$ cat config.mk
export PLATFORM = sky130hd
export DESIGN_NAME = lane_pipe_mirror
export DESIGN_NICKNAME = d
export VERILOG_FILES = /design/src/rtl/lane_pipe_mirror.sv
export SDC_FILE = /design/constraint.sdc
export NUM_CORES = 1
export LEC_CHECK = 0
export BUFFER_PORTS_ARGS = -buffer_cell sky130_fd_sc_hd__buf_2
export CORE_MARGIN = 2
export CORE_UTILIZATION = 30
export DETAILED_ROUTE_END_ITERATION = 16
export SYNTH_ARGS = -nofsm -noshare
export SYNTH_HDL_FRONTEND = slang
export SYNTH_SLANG_ARGS = --single-unit
$ cat constraint.sdc
create_clock -name clk -period 1.61 [get_ports clk]
set_input_delay 0.322 -clock clk [delete_from_list [all_inputs] [get_ports clk]]
set_output_delay 0.322 -clock clk [all_outputs]
set_load 0.05 [all_outputs]
$ cat src/rtl/lane_pipe_mirror.sv
// lane_pipe_mirror: per-lane DEPTH-stage capture pipelines with fill/valid tracking and per-lane change flags
// Ports:
//   clk     - sole clock, rising edge
//   rst     - asynchronous active-high reset, overrides clear
//   clear   - synchronous flush of all stages, fill count and diff flags
//   data    - data[i] feeds lane i
//   lane_en - per-lane capture enable for stage 0
//   result  - last stage of each lane
//   valid   - high once DEPTH samples have entered since reset/clear
//   fill    - samples entered since reset/clear, saturating at DEPTH
//   diff    - high for the cycle after result[i] changed while valid
module lane_pipe_mirror #(
    parameter int WIDTH = 4,
    parameter int DEPTH = 2,
    parameter int MODE  = 0
) (
    input  logic                       clk,
    input  logic                       rst,
    input  logic                       clear,
    input  logic [WIDTH-1:0]           data,
    input  logic [WIDTH-1:0]           lane_en,
    output logic [WIDTH-1:0]           result,
    output logic                       valid,
    output logic [$clog2(DEPTH+1)-1:0] fill,
    output logic [WIDTH-1:0]           diff
);
    localparam int FW = $clog2(DEPTH + 1);
    localparam logic [FW-1:0] FULL = FW'(DEPTH);
    logic [FW-1:0] fill_q, fill_d;
    logic valid_d;
    always_comb begin
        fill_d  = clear ? '0 : (fill_q == FULL) ? fill_q : fill_q + 1'b1;
        valid_d = fill_d == FULL;
    end
    always_ff @(posedge clk or posedge rst) begin
        if (rst) fill_q <= '0;
        else     fill_q <= fill_d;
    end
    assign fill  = fill_q;
    assign valid = fill_q == FULL;
    genvar i;
    generate
        for (i = 0; i < WIDTH; i++) begin : g_lane
            logic [DEPTH-1:0] st_q, st_d;
            logic diff_q, diff_d, cap;
            always_comb begin
                // MODE 1 makes stage 0 sticky: once a 1 is captured it stays until flush
                cap  = (MODE == 1) ? (st_q[0] | (lane_en[i] & data[i]))
                                   : (lane_en[i] ? data[i] : st_q[0]);
                st_d = '0;
                if (!clear) begin
                    st_d[0] = cap;
                    for (int k = 1; k < DEPTH; k++) st_d[k] = st_q[k-1];
                end
                // flag a change on the output stage only in cycles where valid will be high
                diff_d = valid_d & (st_d[DEPTH-1] != st_q[DEPTH-1]);
            end
            always_ff @(posedge clk or posedge rst) begin
                if (rst) begin
                    st_q   <= '0;
                    diff_q <= 1'b0;
                end else begin
                    st_q   <= st_d;
                    diff_q <= diff_d;
                end
            end
            assign result[i] = st_q[DEPTH-1];
            assign diff[i]   = diff_q;
        end
    endgenerate
endmodule

# [After elaboration in Yosys (flattened, before gate mapping)]
# Cells that the tools add are included.
[word_totals] ff_bits=14 in_bits=11 out_inout_bits=11 wordCells=38
[classes] addsub=1 n_eq_ne=6 n_mux=10 bitwise=4 n_reduce_logical=4
[op_table] operator="$mux W2" n=6
[op_table] operator="$reduce_bool A2 Y1" n=4
[op_table] operator="$and A1 B1 Y1" n=4
[op_table] operator="$eq A2 B2 Y1 const B" n=2
[op_table] operator="$mux W1" n=4
[op_table] operator="$ne A1 B1 Y1" n=4
[op_table] operator="$add A2 B1 Y2 const B" n=1

# [Logic depth before layout (Yosys ltp)]
[depth] word_depth=5 depth_mapped=4 ltp_nobuf=4

# [Least setup slack after synthesis]
# No wires, ideal clock.
[synth_timing] path_kind="reg2reg" from="register fill_q[0] (netlist: fill[0])" to="register g_lane[0].diff_q" arrival_ns=1.491 t_required_ns=1.538 path_slack_ns=0.048 stages_incl_launch_ff=5 period_less_slack_ns=1.562 cell_sequence="dfrtp_1 inv_1 ha_1 or3b_4 nor2_1"
[synth_between] elab_chain_len=5
[synth_lines] element="start, declared" line_no="29" rtl="logic [FW-1:0] fill_q, fill_d;"
[synth_lines] element="start signal, assigned" line_no="37" rtl="else fill_q <= fill_d;"
[synth_lines] element="$add A2 B1 Y2 or $eq A2 B2 Y1 (tied branches)" line_no="32" rtl="fill_d = clear ? '0 : (fill_q == FULL) ? fill_q : fill_q + 1'b1;"
[synth_lines] element="$mux W2 * (2 in a row)" line_no="32"
[synth_lines] element="$eq A2 B2 Y1 *" line_no="33" rtl="valid_d = fill_d == FULL;"
[synth_lines] element="$and A1 B1 Y1 *" line_no="56" rtl="diff_d = valid_d & (st_d[DEPTH-1] != st_q[DEPTH-1]);"
[synth_lines] element="named net g_lane[0].diff_d" line_no="45" rtl="logic diff_q, diff_d, cap;"
[synth_lines] element="end signal, assigned" line_no="64" rtl="diff_q <= diff_d;"
[synth_lines] element="end, declared" line_no="45"
# The timed path passes the listed nets; every way through them passes the cells marked *.
# A chain may end at the register's enable or synchronous reset.

# [Final worst setup path]
[layout_timing] from="register fill_q[0] (netlist: fill[0])" to="output valid"
[layout_between] elab_chain_len=1
[layout_lines] element="$eq A2 B2 Y1" line_no="40" rtl="assign valid = fill_q == FULL;"
[layout_lines] element="end, declared" line_no="23" rtl="output logic valid,"
# Every way passes these cells.

==> qor.txt <==
Crit Path Max Fanout: 2
final number of max-transition violations: 0
mapped cell area: 604.3 µm²
worst slew pin tran: 499.5 ps
met3 usage: 0.01227
worst-skew pair later-pin latency: 270 ps
total of warnings raised by yosys: 0
initial antenna violation count: 0
Post-Layout Cell Count: 94
Post-Syn Area per Cell: 11.85 µm²
Hold Path Class: primary input to asynchronous set/reset pin
total CTS buffers: 3
final core utilization: 0.3724
Crit Path Category: flip-flop to output pin
core area: 1922 µm²
Worst-path clk slew: 80 ps
Die Span Y: 48.88 µm
drt drc: 0
Die Width: 48.88 µm
Pre-antenna DRT Iters: 1
cell total after placement: 90
final antenna-violating net count: 0
status: complete, no violations
Critical Path AT: 1120 ps
post-synth top area cell: dfrtp_1
CTS tree: built
Root Driver: clkbuf_4
Lkg Pwr: 0.0003882 µW
first-pass GRT wire length: 1.614 mm
Bufs on Longest Clock Path: 2
Synth top area share: 0.5797
largest net degree at the start of global routing: 15
vias after detailed routing: 371
R2R Setup Slk: 330 ps
WP data required: 1290 ps
peak supply drop: 0.3028 mV
H-tree Lvls: 1
routability cong.: 0.6794
Layout area overhead: 18.43%
Final period util: 0.8969
CP Launch Type: flip-flop
setup TNS: 0 ps
post-synth cell types: 10
Max Clk Rate: 692.5 MHz
Post-CTS Resized: 0
CTS Sinks: 14
Ant. Diodes: 0
share of layout cells above drive strength 1: 0.3881
grt peak-use layer: met2
endpoints failing hold: 0
post-synth net total: 64
Layout fillers: 206
Post-synth top cells: dfrtp_1, buf_4, nor2_1
1st-iter DRT viols: 0
top-count cell post-synth: dfrtp_1
Max Clock Skew: 1.779 ps
Seq cells post-synth: 14
Max-Cap Viols: 0
drt wl/cell: 9.511 µm
vias per cell: 3.947
# setup viols final: 0
met1 usage: 0.1040
GRT Util Overall: 0.09037
Worst setup EP type: output pin
Top Ports: 22
# rows: 16
grt total ovfl: 0
final wirelength: 894 µm
initial core utilization: 0.3145
postcts setup bufs: 0
cell area power density: 1143 nW/µm²
DP Wirelength: 681.4 µm
number of global-route vias before repair: 411
Nets: 81
Cells after Synth: 51
die footprint: 2389 µm²
met2 usage: 0.1507
Synth area leaders: dfrtp_1, buf_4, mux2i_1, nor2b_1, xnor2_1
sequential fraction of the synthesis area: 0.5797
Post-synth EDFFs: 0
Post-synth ARST share: 1.000
PortBufs: 21
Final Critical Period: 1444 ps
total power: 817.7 µW
RSZ-0062 raised after global routing: false
hold buffer count at CTS: 0
Post-synth top flop: dfrtp_1
relative slew slack: 0.6666
power breakdown:
group	leakage, µW	switching (µW)	total, µW	internal [µW]
logic	0.000178	124	184	59.9
registers	0.000189	13.6	387	374
clock network	0.0000210	109	247	137
total	0.000388	247	818	571
cell usage in the layout (no fill, tap or decap):
| cell | n |
|---|---|
| mux2i_1 | 4 |
| xnor2_1 | 4 |
| nor2b_1 | 6 |
| or3b_4 | 1 |
| dfrtp_1 | 14 |
| ha_1 | 2 |
| clkbuf_8 | 1 |
| inv_1 | 3 |
| clkbuf_4 | 3 |
| buf_2 | 21 |
| nor2_1 | 8 |
flip-flops by register name, summed over array words and instances (netlist names):
| name | cells |
|---|---|
| fill | 2 |
| g_lane.st_q | 8 |
| g_lane.diff_q | 4 |
metal layers:
layer  wire length, µm  vias up
met2               436       14
met4                13        0
met3                45        2
met5                 0        -
li1                  -      180
met1               398      175
stage by stage:
step / worst slack, ps / cell area [µm²] / hold slack [ps]
finish: 166.0 / 715.7 / 57.46
floorplan: 47.63 / 604.3 / 211.2
global placement: 363.6 / 679.4 / 374.4
global route: 81.18 / 715.7 / 108.5
detailed placement: 339.2 / 679.4 / 371.3
CTS: 143.1 / 715.7 / 70.48
worst max-delay path: stages (launching register included):
cell and delay [ps]:
dfrtp_1 380, inv_1 80, ha_1 140, buf_2 250
area by class of cell:
cell class / count / area (µm²) / share of cell area
tap: 27 / 33.78 / 0.04720
sequential: 14 / 350.3 / 0.4895
clock buffer: 4 / 36.28 / 0.05070
multi-input combinational: 25 / 178.9 / 0.2500
timing repair buffer: 21 / 105.1 / 0.1469
inverter: 3 / 11.26 / 0.01573
worst paths after layout:
check | startpoint | end | cells past startpoint
min in group clk | data[1] | g_lane[1].st_q[0]$_DFFE_PP0P_ | 3
worst min register to register | g_lane[2].st_q[1]$_DFF_PP0_ | g_lane[2].diff_q$_DFF_PP0_ | 2
worst max register to register | fill[0]$_DFF_PP0_ | g_lane[0].diff_q$_DFF_PP0_ | 4
max in group asynchronous | rst | g_lane[1].st_q[1]$_DFF_PP0_ | 2
worst max-delay path | fill[0]$_DFF_PP0_ | valid | 3
worst min-delay path | rst | g_lane[2].diff_q$_DFF_PP0_ | 2
cells by family after synthesis:
kind of cell | synth area share
DFF | 0.5797
adders and majority gates | 0.04140
xor gates and xnor gates | 0.05797
buffers and inverters | 0.1242
muxes | 0.06626
and+or+nand+nor | 0.1304
(Power assumes the default switching activity.)
